## config.mk

```make
export PLATFORM = sky130hd
export DESIGN_NAME = dot_product_accumulator
export DESIGN_NICKNAME = d
export VERILOG_FILES = /design/src/rtl/dot_product_accumulator_pkg.sv /design/src/rtl/dot_product_accumulator_valid_delay_line.sv /design/src/rtl/dot_product_accumulator.sv
export SDC_FILE = /design/constraint.sdc
export NUM_CORES = 1
export LEC_CHECK = 0
export CORE_MARGIN = 2
export CORE_UTILIZATION = 47
export CTS_CLUSTER_DIAMETER = 30
export DETAILED_ROUTE_END_ITERATION = 8
export PLACE_DENSITY = 0.76
export SYNTH_ARGS = -nofsm -noshare
export SYNTH_HDL_FRONTEND = slang
export SYNTH_SLANG_ARGS = --single-unit
```

## constraint.sdc

```tcl
create_clock -name clk -period 2.3 [get_ports clk]
set_input_delay 0.46 -clock clk [delete_from_list [all_inputs] [get_ports clk]]
set_output_delay 0.46 -clock clk [all_outputs]
set_load 0.02 [all_outputs]
```

## src/rtl/dot_product_accumulator_pkg.sv

```systemverilog
// Shared types and sizing helpers for the dot-product accumulator.
package dot_product_accumulator_pkg;

  typedef enum logic [1:0] {
    ACC,
    DRAIN,
    DONE
  } state_t;

  function automatic int acc_width(input int width, input int guard);
    return 2 * width + guard;
  endfunction

endpackage

```

## src/rtl/dot_product_accumulator_valid_delay_line.sv

```systemverilog
// Shift register carrying {valid, last} alongside the multiplier pipeline.
module valid_delay_line
  import dot_product_accumulator_pkg::*;
#(
  parameter int depth = 1
) (
  input  logic       clk,
  input  logic       rst_n,
  input  logic [1:0] din,
  output logic [1:0] dout
);

  generate
    for (genvar gi = 0; gi < depth; gi++) begin : g_stage
      logic [1:0] q_reg;
      if (gi == 0) begin : g_head
        always_ff @(posedge clk or negedge rst_n) begin
          if (!rst_n) q_reg <= '0;
          else        q_reg <= din;
        end
      end else begin : g_tail
        always_ff @(posedge clk or negedge rst_n) begin
          if (!rst_n) q_reg <= '0;
          else        q_reg <= g_stage[gi-1].q_reg;
        end
      end
    end
  endgenerate

  assign dout = g_stage[depth-1].q_reg;

endmodule

```

## src/rtl/dot_product_accumulator.sv

```systemverilog
// Sums the multiplier's product stream per operand vector and hands the
// result off on a valid/ready port, stalling operands until it is taken.
module dot_product_accumulator
  import dot_product_accumulator_pkg::*;
#(
  parameter int width   = 16,
  parameter int latency = 1,
  parameter int guard   = 4
) (
  input  logic                                 clk,
  input  logic                                 rst_n,
  input  logic                                 in_valid,
  input  logic                                 in_last,
  output logic                                 in_ready,
  input  logic [2*width-1:0]                   prod,
  output logic                                 out_valid,
  input  logic                                 out_ready,
  output logic [acc_width(width, guard)-1:0]   out_sum,
  output logic [guard:0]                       out_count,
  output logic                                 out_ovf
);

  localparam int aw = acc_width(width, guard);
  // Count value at which one more product exceeds the guard headroom.
  localparam logic [guard:0] ovf_point = {1'b1, {guard{1'b0}}};

  state_t          state_reg, state_next;
  logic [aw-1:0]   acc_reg, acc_next;
  logic [guard:0]  cnt_reg, cnt_next;
  logic            ovf_reg, ovf_next;
  logic            accept;
  logic [1:0]      tag;
  logic            pv, pl;

  assign in_ready  = (state_reg == ACC);
  assign out_valid = (state_reg == DONE);
  assign accept    = in_valid && in_ready;

  valid_delay_line #(
    .depth(latency)
  ) u_delay (
    .clk  (clk),
    .rst_n(rst_n),
    .din  ({accept, accept && in_last}),
    .dout (tag)
  );

  assign pv = tag[1];
  assign pl = tag[0];

  always_comb begin
    state_next = state_reg;
    acc_next   = acc_reg;
    cnt_next   = cnt_reg;
    ovf_next   = ovf_reg;

    case (state_reg)
      ACC: begin
        if (in_valid && in_last) state_next = DRAIN;
      end
      DRAIN: begin
        if (pv && pl) state_next = DONE;
      end
      DONE: begin
        if (out_ready) begin
          state_next = ACC;
          acc_next   = '0;
          cnt_next   = '0;
          ovf_next   = 1'b0;
        end
      end
      default: state_next = ACC;
    endcase

    // Products only arrive in ACC or DRAIN, so this never fights the clear.
    if (pv) begin
      acc_next = acc_reg + aw'(prod);
      cnt_next = (&cnt_reg) ? cnt_reg : cnt_reg + (guard + 1)'(1);
      if (cnt_reg == ovf_point) ovf_next = 1'b1;
    end
  end

  always_ff @(posedge clk or negedge rst_n) begin
    if (!rst_n) begin
      state_reg <= ACC;
      acc_reg   <= '0;
      cnt_reg   <= '0;
      ovf_reg   <= 1'b0;
    end else begin
      state_reg <= state_next;
      acc_reg   <= acc_next;
      cnt_reg   <= cnt_next;
      ovf_reg   <= ovf_next;
    end
  end

  assign out_sum   = acc_reg;
  assign out_count = cnt_reg;
  assign out_ovf   = ovf_reg;

endmodule

```

==> PnR_summary.wiki, run 1 <==
{| class="wikitable"
! Metric !! Value
|-
| Internal reg-to-reg setup slack || -0.25 ns
|-
| Post-synth design cell area || 3860 sq um
|-
| Share of async-settable or async-resettable flops after synthesis || 1.00
|-
| Largest fanout of any net on the critical path || 3
|-
| Highest clock rate || 0.392 GHz
|-
| Chip Width || 94.6 um
|-
| Sink Count || 46
|-
| Full die area || 8950 sq um
|-
| Global Route Usage Sum || 0.296
|-
| Total of warnings raised by yosys || 0
|-
| Final count of hold timing violations || 0
|-
| Weighted congestion reported at the end of routability-driven placement || 0.913
|-
| Rows || 33
|-
| FF-to-FF End || out_sum[12]
|-
| Largest register FFs || 36
|-
| Final setup violating endpoints || 21
|-
| Number of antenna cells inserted || 0
|-
| Cells along the critical path || ha_4, fa_2, a21oi_4, buf_4, o21ai_2, a21oi_2, o21ai_2, a31o_2, buf_4, a21o_1, nand4b_1, o211ai_1
|-
| First-pass GRT wire length || 21.1 mm
|-
| Number of cells traversed by the worst register-to-register path || 12
|-
| Maximum vdd ir drop || 0.715 mV
|-
| Core area || 8090 sq um
|-
| Path category of the worst min-delay check || in -> async
|-
| Starting DRC count in detailed routing || 331
|-
| Final Core Density || 0.776
|-
| Initial antenna violation count || 0
|-
| Clock Tree Root || clkbuf_8
|-
| Leftover overflow at the end of global routing || 0
|-
| Worst Setup Start Kind || flip-flop
|-
| Count of hold buffers inserted by post-cts repair || 0
|-
| Starting Density || 0.477
|-
| Number of H-tree levels || 2
|-
| TritonCTS clock tree || built
|-
| Count of buffers from port buffering || 80
|-
| Crit path capture type || flip-flop
|-
| Skew final || 0.0127 ns
|-
| Avg Synthesized Cell Area || 8.37 sq um
|-
| Remaining DRCs || 0
|-
| WL/cell || 18.6 um
|-
| Later-pin clock latency in the skew report || 0.32 ns
|-
| Combined area of the multi-input logic cells || 3060 sq um
|-
| Largest area contributor in the synthesized netlist || dfrtp_1
|-
| Violations in the final reports || negative setup slack
|-
| Power Total || 9.12 mW
|-
| Number of synthesized flops with an enable pin || 0
|-
| Max_cap viols || 0
|-
| Fraction of the cycle the final worst path needs || 1.11
|-
| Critical path required time || 2.48 ns
|-
| Maximum buffer depth of the clock tree || 2
|-
| Total I/O pin count || 81
|-
| Biggest cell delay along the critical path || 0.44 ns
|-
| Type of the worst setup path || reg -> reg
|-
| Transition time at the pin with the least slew margin || 0.492 ns
|-
| Critical path endpoint || out_sum[12]
|-
| Global routing met2 resource utilization || 0.521
|-
| Top Usage Layer GRT || met2
|-
| Fin worst setup slack || -0.249 ns
|-
| Unrepaired setup endpoints after global routing || true
|-
| Biggest area contributors in the synthesized netlist || dfrtp_1, ha_1, nand2_1
|-
| Drt total wl || 14.2 mm
|-
| Maximum number of pins on one net before global-route repair || 47
|-
| Die height || 94.6 um
|-
| Cell variety after synth || 68
|-
| Filler Cells Inserted || 521
|-
| Combined flip-flop and latch cell area || 1160 sq um
|-
| Main flop type after synthesis || dfrtp_1
|-
| Fin nets || 727
|-
| Result of the run || finished with violations
|-
| Met3 GRT Util || 0.0439
|-
| Share of cells above drive strength 1 || 0.371
|-
| Tightest slew margin relative to the limit || 0.672
|-
| Share of synthesized area occupied by flip-flops and latches || 0.298
|-
| Most common library cells after synthesis || nand2_1, dfrtp_1, o21ai_0
|-
| Worst R2R Start || out_sum[0]
|-
| Gate count of the mapped netlist || 461
|-
| Power density over the cells || 1450 nW/um^2
|-
| Estimated wirelength of the detail-placed design || 8.97 mm
|-
| Number of buffers created by CTS || 5
|-
| Max Slew Vio Count || 0
|-
| Via count of the first global-routing pass || 4461
|-
| Endpoint arrival time on the critical path || 2.73 ns
|-
| Launching element of the worst setup path || out_sum[0]
|-
| Most frequently used cell type in the post-synthesis netlist || nand2_1
|-
| Yosys top cell area share || 0.298
|-
| Met1 track demand over resource || 0.363
|-
| Count of nets left with antenna violations after detail routing || 0
|-
| Clock-pin slew of the registers on the worst-case setup and hold paths || 0.11 ns
|-
| Standby leakage power || 2.80 nW
|-
| Vias after detailed routing || 4573
|-
| Syn Nets || 534
|-
| Area growth syn-to-layout || 62.8%
|-
| DR pass1 iterations || 7
|-
| Shortest period the worst path allows || 2.55 ns
|-
| Routed via count divided by cell count || 6.02
|-
| FF+latch count, synth || 46
|-
| CP max-delay cell || dfrtp_2
|}
==> power breakdown <==
group | internal (mW) | switching, mW | leakage, nW
registers | 1.19 | 0.424 | 0.561
clock network | 0.215 | 0.326 | 0.0441
logic | 3.53 | 3.44 | 2.19
total | 4.93 | 4.19 | 2.80
==> critical path, delay by kind of cell, from the launching register on <==
family	cells	cell delay [ns]
buffers and inverters	2	0.28
adders and majority gates	2	0.54
DFF	1	0.44
and+or+nand+nor	1	0.09
AOI/OAI and AO/OA	7	1.07
==> per-stage QoR <==
| step | TNS [ns] | instances | hold slack [ns] | area (sq um) | worst slack, ns |
|---|---|---|---|---|---|
| final | -2.15 | 760 | 0.118 | 6280 | -0.249 |
| after global placement | -13.14 | 728 | 0.467 | 5620 | -0.756 |
| after detailed placement | -14.46 | 728 | 0.467 | 5620 | -0.805 |
| after CTS | -0.986 | 749 | 0.114 | 6030 | -0.211 |
| after global routing | -4.38 | 760 | 0.122 | 6280 | -0.376 |
| after floorplan | -0.172 | 461 | 0.164 | 4050 | -0.101 |
==> cell usage in the layout (no fill, tap or decap), drive strengths merged, types with 4 or more instances in the layout <==
| cell type | n |
|---|---|
| and3 | 8 |
| o21ai | 45 |
| o211ai | 8 |
| a211oi | 4 |
| dfrtp | 46 |
| xor2 | 10 |
| a21oi | 37 |
| nand3 | 13 |
| inv | 15 |
| dlygate4sd2 | 21 |
| nand2 | 67 |
| a31oi | 4 |
| nor2b | 4 |
| nor3 | 10 |
| nand2b | 4 |
| clkdlybuf4s50 | 56 |
| a21o | 18 |
| or3 | 5 |
| xnor2 | 14 |
| clkbuf | 5 |
| buf | 131 |
| ha | 35 |
| nor2 | 30 |
| a22oi | 4 |
| nand4 | 10 |
==> layer usage <==
layer	wire length (um)	share of wire
met5	0	0
met4	574	0.041
met3	1010	0.071
met2	7090	0.50
met1	5500	0.39
==> cells by family after synthesis <==
group                    Yosys count  synth area share
AO/OA/AOI/OAI                    149             0.260
AND/OR/NAND/NOR                  165             0.209
adder cells (fa/ha/maj)           36             0.119
flip-flops                        46             0.298
XOR/XNOR                          24            0.0545
multiplexers                       2           0.00519
buffers and inverters             39            0.0545
==> what timing repair did <==
item / CTS / global route
hold endpoints to repair: 0 / 0
buffers inserted: 13 / 11
pin swaps: 40 / 38
resized for setup: 67 / 45
endpoints found under the setup margin: 23 / 24
==> worst min path at each step <==
stage / start / cells after the start / end / slack [ns]
3_3_place_gp: rst_n / 2 / out_sum[6] / 0.47
4_1_cts: rst_n / 2 / out_sum[6] / 0.11
3_5_place_dp: rst_n / 2 / out_sum[6] / 0.47
6_report: rst_n / 2 / out_sum[8] / 0.12
2_1_floorplan: rst_n / 0 / out_count[0] / 0.16
5_1_grt: rst_n / 2 / out_sum[6] / 0.12
==> final cells by class <==
cell class | instances | share of cell area
Sequential cell | 46 | 0.185
Tap cell | 105 | 0.0209
Clock buffer | 5 | 0.0110
Timing Repair Buffer | 210 | 0.284
Inverter | 15 | 0.00896
Clock inverter | 3 | 0.00339
Multi-Input combinational cell | 376 | 0.487
Note: power is estimated with default switching activity, not from simulation.
==> run 2: changes to the inputs <==
--- a/config.mk
+++ b/config.mk
@@ -5,11 +5,13 @@
 export SDC_FILE = /design/constraint.sdc
 export NUM_CORES = 1
 export LEC_CHECK = 0
+export ABC_AREA = 1
 export CORE_MARGIN = 2
-export CORE_UTILIZATION = 47
+export CORE_UTILIZATION = 48
 export CTS_CLUSTER_DIAMETER = 30
 export DETAILED_ROUTE_END_ITERATION = 8
 export PLACE_DENSITY = 0.76
+export SETUP_SLACK_MARGIN = 0.05
 export SYNTH_ARGS = -nofsm -noshare
 export SYNTH_HDL_FRONTEND = slang
 export SYNTH_SLANG_ARGS = --single-unit
==> PnR_summary.wiki, run 2 <==
{| class="wikitable"
! Metric !! Value
|-
| Power density over the cells || 1370 nW/um^2
|-
| TritonCTS clock tree || built
|-
| Fraction of the cycle the final worst path needs || 0.919
|-
| Number of buffers created by CTS || 5
|-
| Remaining DRCs || 0
|-
| Syn Nets || 749
|-
| Worst R2R Start || out_sum[5]
|-
| Fin nets || 892
|-
| Crit path capture type || flip-flop
|-
| Post-synth design cell area || 4300 sq um
|-
| FF+latch count, synth || 46
|-
| Via count of the first global-routing pass || 4649
|-
| Gate count of the mapped netlist || 676
|-
| Rows || 34
|-
| Worst slack after detailed placement || -0.264 ns
|-
| Most frequent standard cell in the layout excluding fill and tap cells || nand2_1
|-
| Number of H-tree levels || 2
|-
| Count of nets left with antenna violations after detail routing || 0
|-
| Drt total wl || 13.4 mm
|-
| Clock Tree Root || clkbuf_8
|-
| Total negative slack for setup checks || 0 ns
|-
| Routed via count divided by cell count || 5.13
|-
| Largest fanout of any net on the critical path || 3
|-
| Largest register FFs || 36
|-
| Most frequently used cell type in the post-synthesis netlist || nand2_1
|-
| Maximum vdd ir drop || 0.769 mV
|-
| Vias after detailed routing || 4765
|-
| Shortest period the worst path allows || 2.11 ns
|-
| Fin worst setup slack || 0.187 ns
|-
| Count of buffers from port buffering || 80
|-
| Largest area contributor in the synthesized netlist || dfrtp_1
|-
| Highest clock rate || 0.473 GHz
|-
| Worst Setup Start Kind || input pin
|-
| Estimated wirelength of the detail-placed design || 10.8 mm
|-
| Tightest slew margin relative to the limit || 0.608
|-
| Count of hold buffers inserted by post-cts repair || 0
|-
| Clock-pin slew of the registers on the worst-case setup and hold paths || 0.11 ns
|-
| Maximum buffer depth of the clock tree || 2
|-
| Starting Density || 0.493
|-
| FF-to-FF End || out_sum[31]
|-
| Sink Count || 46
|-
| Internal reg-to-reg setup slack || 0.31 ns
|-
| Total I/O pin count || 81
|-
| Weighted congestion reported at the end of routability-driven placement || 0.982
|-
| WL/cell || 14.4 um
|-
| Unrepaired setup endpoints after global routing || false
|-
| Starting DRC count in detailed routing || 304
|-
| Final setup violating endpoints || 0
|-
| Final count of hold timing violations || 0
|-
| Critical path required time || 2.52 ns
|-
| Endpoint arrival time on the critical path || 2.34 ns
|-
| Total of warnings raised by yosys || 0
|-
| Number of antenna cells inserted || 0
|-
| Number of cells traversed by the worst register-to-register path || 12
|-
| Result of the run || finished clean
|-
| Biggest area contributors in the synthesized netlist || dfrtp_1, nand2_1, ha_1
|-
| Type of the worst setup path || in -> reg
|-
| DR pass1 iterations || 5
|-
| Maximum number of pins on one net before global-route repair || 28
|-
| Share of synthesized area occupied by flip-flops and latches || 0.268
|-
| Max_cap viols || 0
|-
| Cell variety after synth || 35
|-
| Most frequent cells in the layout || nand2_1, inv_1, clkdlybuf4s50_1
|-
| Avg Synthesized Cell Area || 6.36 sq um
|-
| Global Route Usage Sum || 0.280
|-
| Most common library cells after synthesis || nand2_1, inv_1, nor2_1
|-
| Path category of the worst min-delay check || in -> async
|-
| Initial antenna violation count || 0
|-
| Core area || 8720 sq um
|-
| Main flop type after synthesis || dfrtp_1
|-
| Leftover overflow at the end of global routing || 0
|-
| Transition time at the pin with the least slew margin || 0.589 ns
|-
| First-pass GRT wire length || 22.1 mm
|-
| Max Slew Vio Count || 0
|-
| Standby leakage power || 3.16 nW
|-
| Share of async-settable or async-resettable flops after synthesis || 1.00
|-
| Later-pin clock latency in the skew report || 0.31 ns
|-
| Chip Width || 98.6 um
|-
| Skew final || 0.00367 ns
|-
| Full die area || 9720 sq um
|-
| Yosys top cell area share || 0.268
|-
| Area growth syn-to-layout || 35.4%
|-
| Die height || 98.6 um
|-
| Number of synthesized flops with an enable pin || 0
|-
| Share of cells above drive strength 1 || 0.165
|}
## run 2: cell count changes after synthesis, moves of 8 or more
| cell | before | now |
|---|---|---|
| xnor2_1 | 14 | 5 |
| xor2_1 | 10 | 0 |
| inv_1 | 15 | 89 |
| a21o_1 | 16 | 0 |
| and3_1 | 8 | 0 |
| nor2_1 | 29 | 54 |
| nand2_2 | 0 | 13 |
| nand3_1 | 12 | 39 |
| nand2_1 | 67 | 246 |
## run 2: per-stage QoR
| step | power, mW | cell area [sq um] | utilization | hold WS, ns | cells |
|---|---|---|---|---|---|
| after global placement | 7.11 | 5670 | 0.650 | 0.475 | 920 |
| after floorplan | 4.86 | 4300 | - | 0.164 | 676 |
| final | 7.95 | 5820 | 0.667 | 0.128 | 928 |
| after CTS | 7.85 | 5770 | 0.661 | 0.133 | 928 |
| after global routing | 8.65 | 5820 | 0.667 | 0.156 | 928 |
| after detailed placement | 7.23 | 5670 | 0.650 | 0.482 | 920 |
## run 2: worst max-delay path: stages
cell and delay, ns:
clkdlybuf4s50_1 0.41, ha_1 0.24, fa_2 0.36, buf_4 0.15, nand3_1 0.09, nand3_2 0.12, nand2_1 0.10, nand3_2 0.13
nand2_1 0.11, nand3_1 0.07, nand2_1 0.07, inv_1 0.03
## run 2: worst max path at each step
stage,from,slack [ns],cells after the start,endpoint
6_report,prod[0],0.19,12,out_sum[34]
5_1_grt,prod[24],0.05,11,out_sum[31]
4_1_cts,prod[0],0.07,11,out_sum[14]
3_5_place_dp,prod[0],-0.26,11,out_sum[14]
3_3_place_gp,prod[0],-0.22,11,out_sum[14]
2_1_floorplan,out_sum[0],0.36,12,out_sum[30]
## run 2: cells by family after synthesis
group / synth area share
AOI/OAI and AO/OA: 0.121
and+or+nand+nor: 0.402
buffers and inverters: 0.0929
adders and majority gates: 0.107
xor gates and xnor gates: 0.0102
DFF: 0.268
## run 2: cell type report
type | instances | area [sq um]
Tap cell | 108 | 135
Fill cell | 827 | 2910
Clock buffer | 5 | 68.8
Sequential cell | 46 | 1150
Clock inverter | 3 | 26.3
Timing Repair Buffer | 143 | 1280
Inverter | 95 | 357
Multi-Input combinational cell | 528 | 2800
## run 2: routing by layer
layer	vias to the layer above	share of wire	global-route usage
met3	14	0.050	0.0362
li1	2437	-	-
met5	-	0	0
met4	0	0.014	0.0664
met2	130	0.47	0.477
met1	2184	0.47	0.380
## run 2: power by group
group / switching [mW] / internal, mW / total, mW
registers: 0.334 / 1.17 / 1.51
logic: 3.38 / 2.48 / 5.87
clock network: 0.355 / 0.227 / 0.582
total: 4.07 / 3.88 / 7.95
## run 2: repair_timing
item	in CTS	in global routing
resized for setup	0	15
setup buffers	0	0
setup endpoints to repair	0	14
==> run 3: changes to the inputs <==
--- a/config.mk
+++ b/config.mk
@@ -10,6 +10,7 @@
 export CORE_UTILIZATION = 48
 export CTS_CLUSTER_DIAMETER = 30
 export DETAILED_ROUTE_END_ITERATION = 8
+export MAX_ROUTING_LAYER = met4
 export PLACE_DENSITY = 0.76
 export SETUP_SLACK_MARGIN = 0.05
 export SYNTH_ARGS = -nofsm -noshare
==> PnR_summary.wiki, run 3 (synthesized netlist as in run 2, its figures left out) <==
{| class="wikitable"
! Metric !! Value
|-
| Result of the run || finished clean
|-
| Worst slack after detailed placement || -0.242 ns
|-
| TritonCTS clock tree || built
|-
| Fraction of the cycle the final worst path needs || 0.933
|-
| Tightest slew margin relative to the limit || 0.612
|-
| Final setup violating endpoints || 0
|-
| Count of hold buffers inserted by post-cts repair || 0
|-
| Max Slew Vio Count || 0
|-
| Total I/O pin count || 81
|-
| WL/cell || 14.6 um
|-
| Weighted congestion reported at the end of routability-driven placement || 0.966
|-
| Full die area || 9720 sq um
|-
| Drt total wl || 13.5 mm
|-
| Initial antenna violation count || 0
|-
| Starting Density || 0.493
|-
| Share of cells above drive strength 1 || 0.163
|-
| Total negative slack for setup checks || 0 ns
|-
| Via count of the first global-routing pass || 4751
|-
| Highest clock rate || 0.466 GHz
|-
| Maximum number of pins on one net before global-route repair || 33
|-
| Max_cap viols || 0
|-
| Transition time at the pin with the least slew margin || 0.582 ns
|-
| Remaining DRCs || 0
|-
| Die height || 98.6 um
|-
| Starting DRC count in detailed routing || 187
|-
| Count of nets left with antenna violations after detail routing || 0
|-
| Number of antenna cells inserted || 0
|-
| Power density over the cells || 1370 nW/um^2
|-
| First-pass GRT wire length || 22.2 mm
|-
| Largest register FFs || 36
|-
| Power Total || 7.95 mW
|-
| Filler Cells Inserted || 813
|-
| Vias after detailed routing || 4842
|-
| Fin nets || 890
|-
| Worst Setup Start Kind || input pin
|-
| Unrepaired setup endpoints after global routing || true
|-
| Most frequent cells in the layout || nand2_1, inv_1, clkdlybuf4s50_1
|-
| Clock Tree Root || clkbuf_8
|-
| Rows || 34
|-
| Final Core Density || 0.666
|-
| Maximum buffer depth of the clock tree || 2
|-
| Number of H-tree levels || 2
|-
| Fin worst setup slack || 0.155 ns
|-
| Type of the worst setup path || in -> reg
|-
| Number of buffers created by CTS || 5
|-
| Skew final || 0.0102 ns
|-
| Leftover overflow at the end of global routing || 0
|-
| Global Route Usage Sum || 0.290
|-
| Largest fanout of any net on the critical path || 4
|-
| Sink Count || 46
|-
| Core area || 8720 sq um
|-
| Chip Width || 98.6 um
|-
| DR pass1 iterations || 5
|-
| Most frequent standard cell in the layout excluding fill and tap cells || nand2_1
|-
| Path category of the worst min-delay check || in -> async
|-
| Area growth syn-to-layout || 35.3%
|-
| Routed via count divided by cell count || 5.23
|-
| Shortest period the worst path allows || 2.14 ns
|-
| Final count of hold timing violations || 0
|-
| Count of buffers from port buffering || 80
|-
| Later-pin clock latency in the skew report || 0.32 ns
|-
| Smallest hold slack || 0.131 ns
|-
| Estimated wirelength of the detail-placed design || 10.8 mm
|-
| Crit path capture type || flip-flop
|-
| Maximum vdd ir drop || 0.750 mV
|-
| Critical path required time || 2.51 ns
|-
| Endpoint arrival time on the critical path || 2.36 ns
|-
| Standby leakage power || 3.16 nW
|-
| Clock-pin slew of the registers on the worst-case setup and hold paths || 0.11 ns
|}
run 3: changes by cell type in the layout (fill, tap and decap cells not counted), moves of 2 or more:
cell	before	now
buf_4	62	59
ha_1	33	35
nand2_1	243	240
nand2_2	16	19
run 3: final cells by class:
| class | count | area (sq um) | area share |
|---|---|---|---|
| Tap cell | 108 | 135 | 0.0233 |
| Inverter | 95 | 357 | 0.0614 |
| Sequential cell | 46 | 1150 | 0.198 |
| Timing Repair Buffer | 141 | 1280 | 0.220 |
| Clock buffer | 5 | 68.8 | 0.0118 |
| Multi-Input combinational cell | 528 | 2800 | 0.481 |
| Clock inverter | 3 | 26.3 | 0.00452 |
run 3: timing repair:
item / in CTS / in global routing
gates resized for setup: 0 / 16
setup buffers: 0 / 2
setup endpoints to repair: 0 / 15
run 3: metrics by stage:
| stage | instances | instance area, sq um |
|---|---|---|
| floorplan | 676 | 4300 |
| global placement | 916 | 5650 |
| detailed placement | 916 | 5650 |
| CTS | 924 | 5750 |
| global route | 926 | 5810 |
| finish | 926 | 5810 |
run 3: worst paths after layout:
path	from	end	slack, ns	cells after the start
worst min register to register	out_ovf	out_ovf	0.52	2
worst min-delay path	rst_n	out_sum[1]	0.13	1
min in group clk	out_ovf	out_ovf	0.52	2
worst max register to register	out_sum[17]	out_sum[31]	0.31	12
max in group asynchronous	rst_n	out_sum[19]	1.63	2
worst max-delay path	prod[17]	out_sum[31]	0.16	13
run 3: where the power goes:
group	total (mW)	switching [mW]	internal (mW)	leakage, nW
Sequential	1.50	0.333	1.17	0.584
Combinational	5.87	3.41	2.45	2.52
Clock	0.573	0.346	0.227	0.0495
run 3: critical path: stages:
cell,delay [ns]
clkdlybuf4s50_1,0.41
ha_1,0.37
nand2_1,0.10
inv_1,0.09
nand2_1,0.08
nand2_1,0.09
buf_4,0.15
nand2_1,0.05
nand3_1,0.11
a21oi_2,0.18
nand3b_1,0.10
nand3_1,0.11
nand2_1,0.06
run 3: per-layer routing:
layer | routed length [um] | track usage | vias to the layer above
li1 | - | - | 2435
met3 | 871 | 0.0489 | 24
met4 | 320 | 0.0927 | 0
met1 | 6020 | 0.366 | 2214
met5 | 0 | - | -
met2 | 6260 | 0.476 | 169
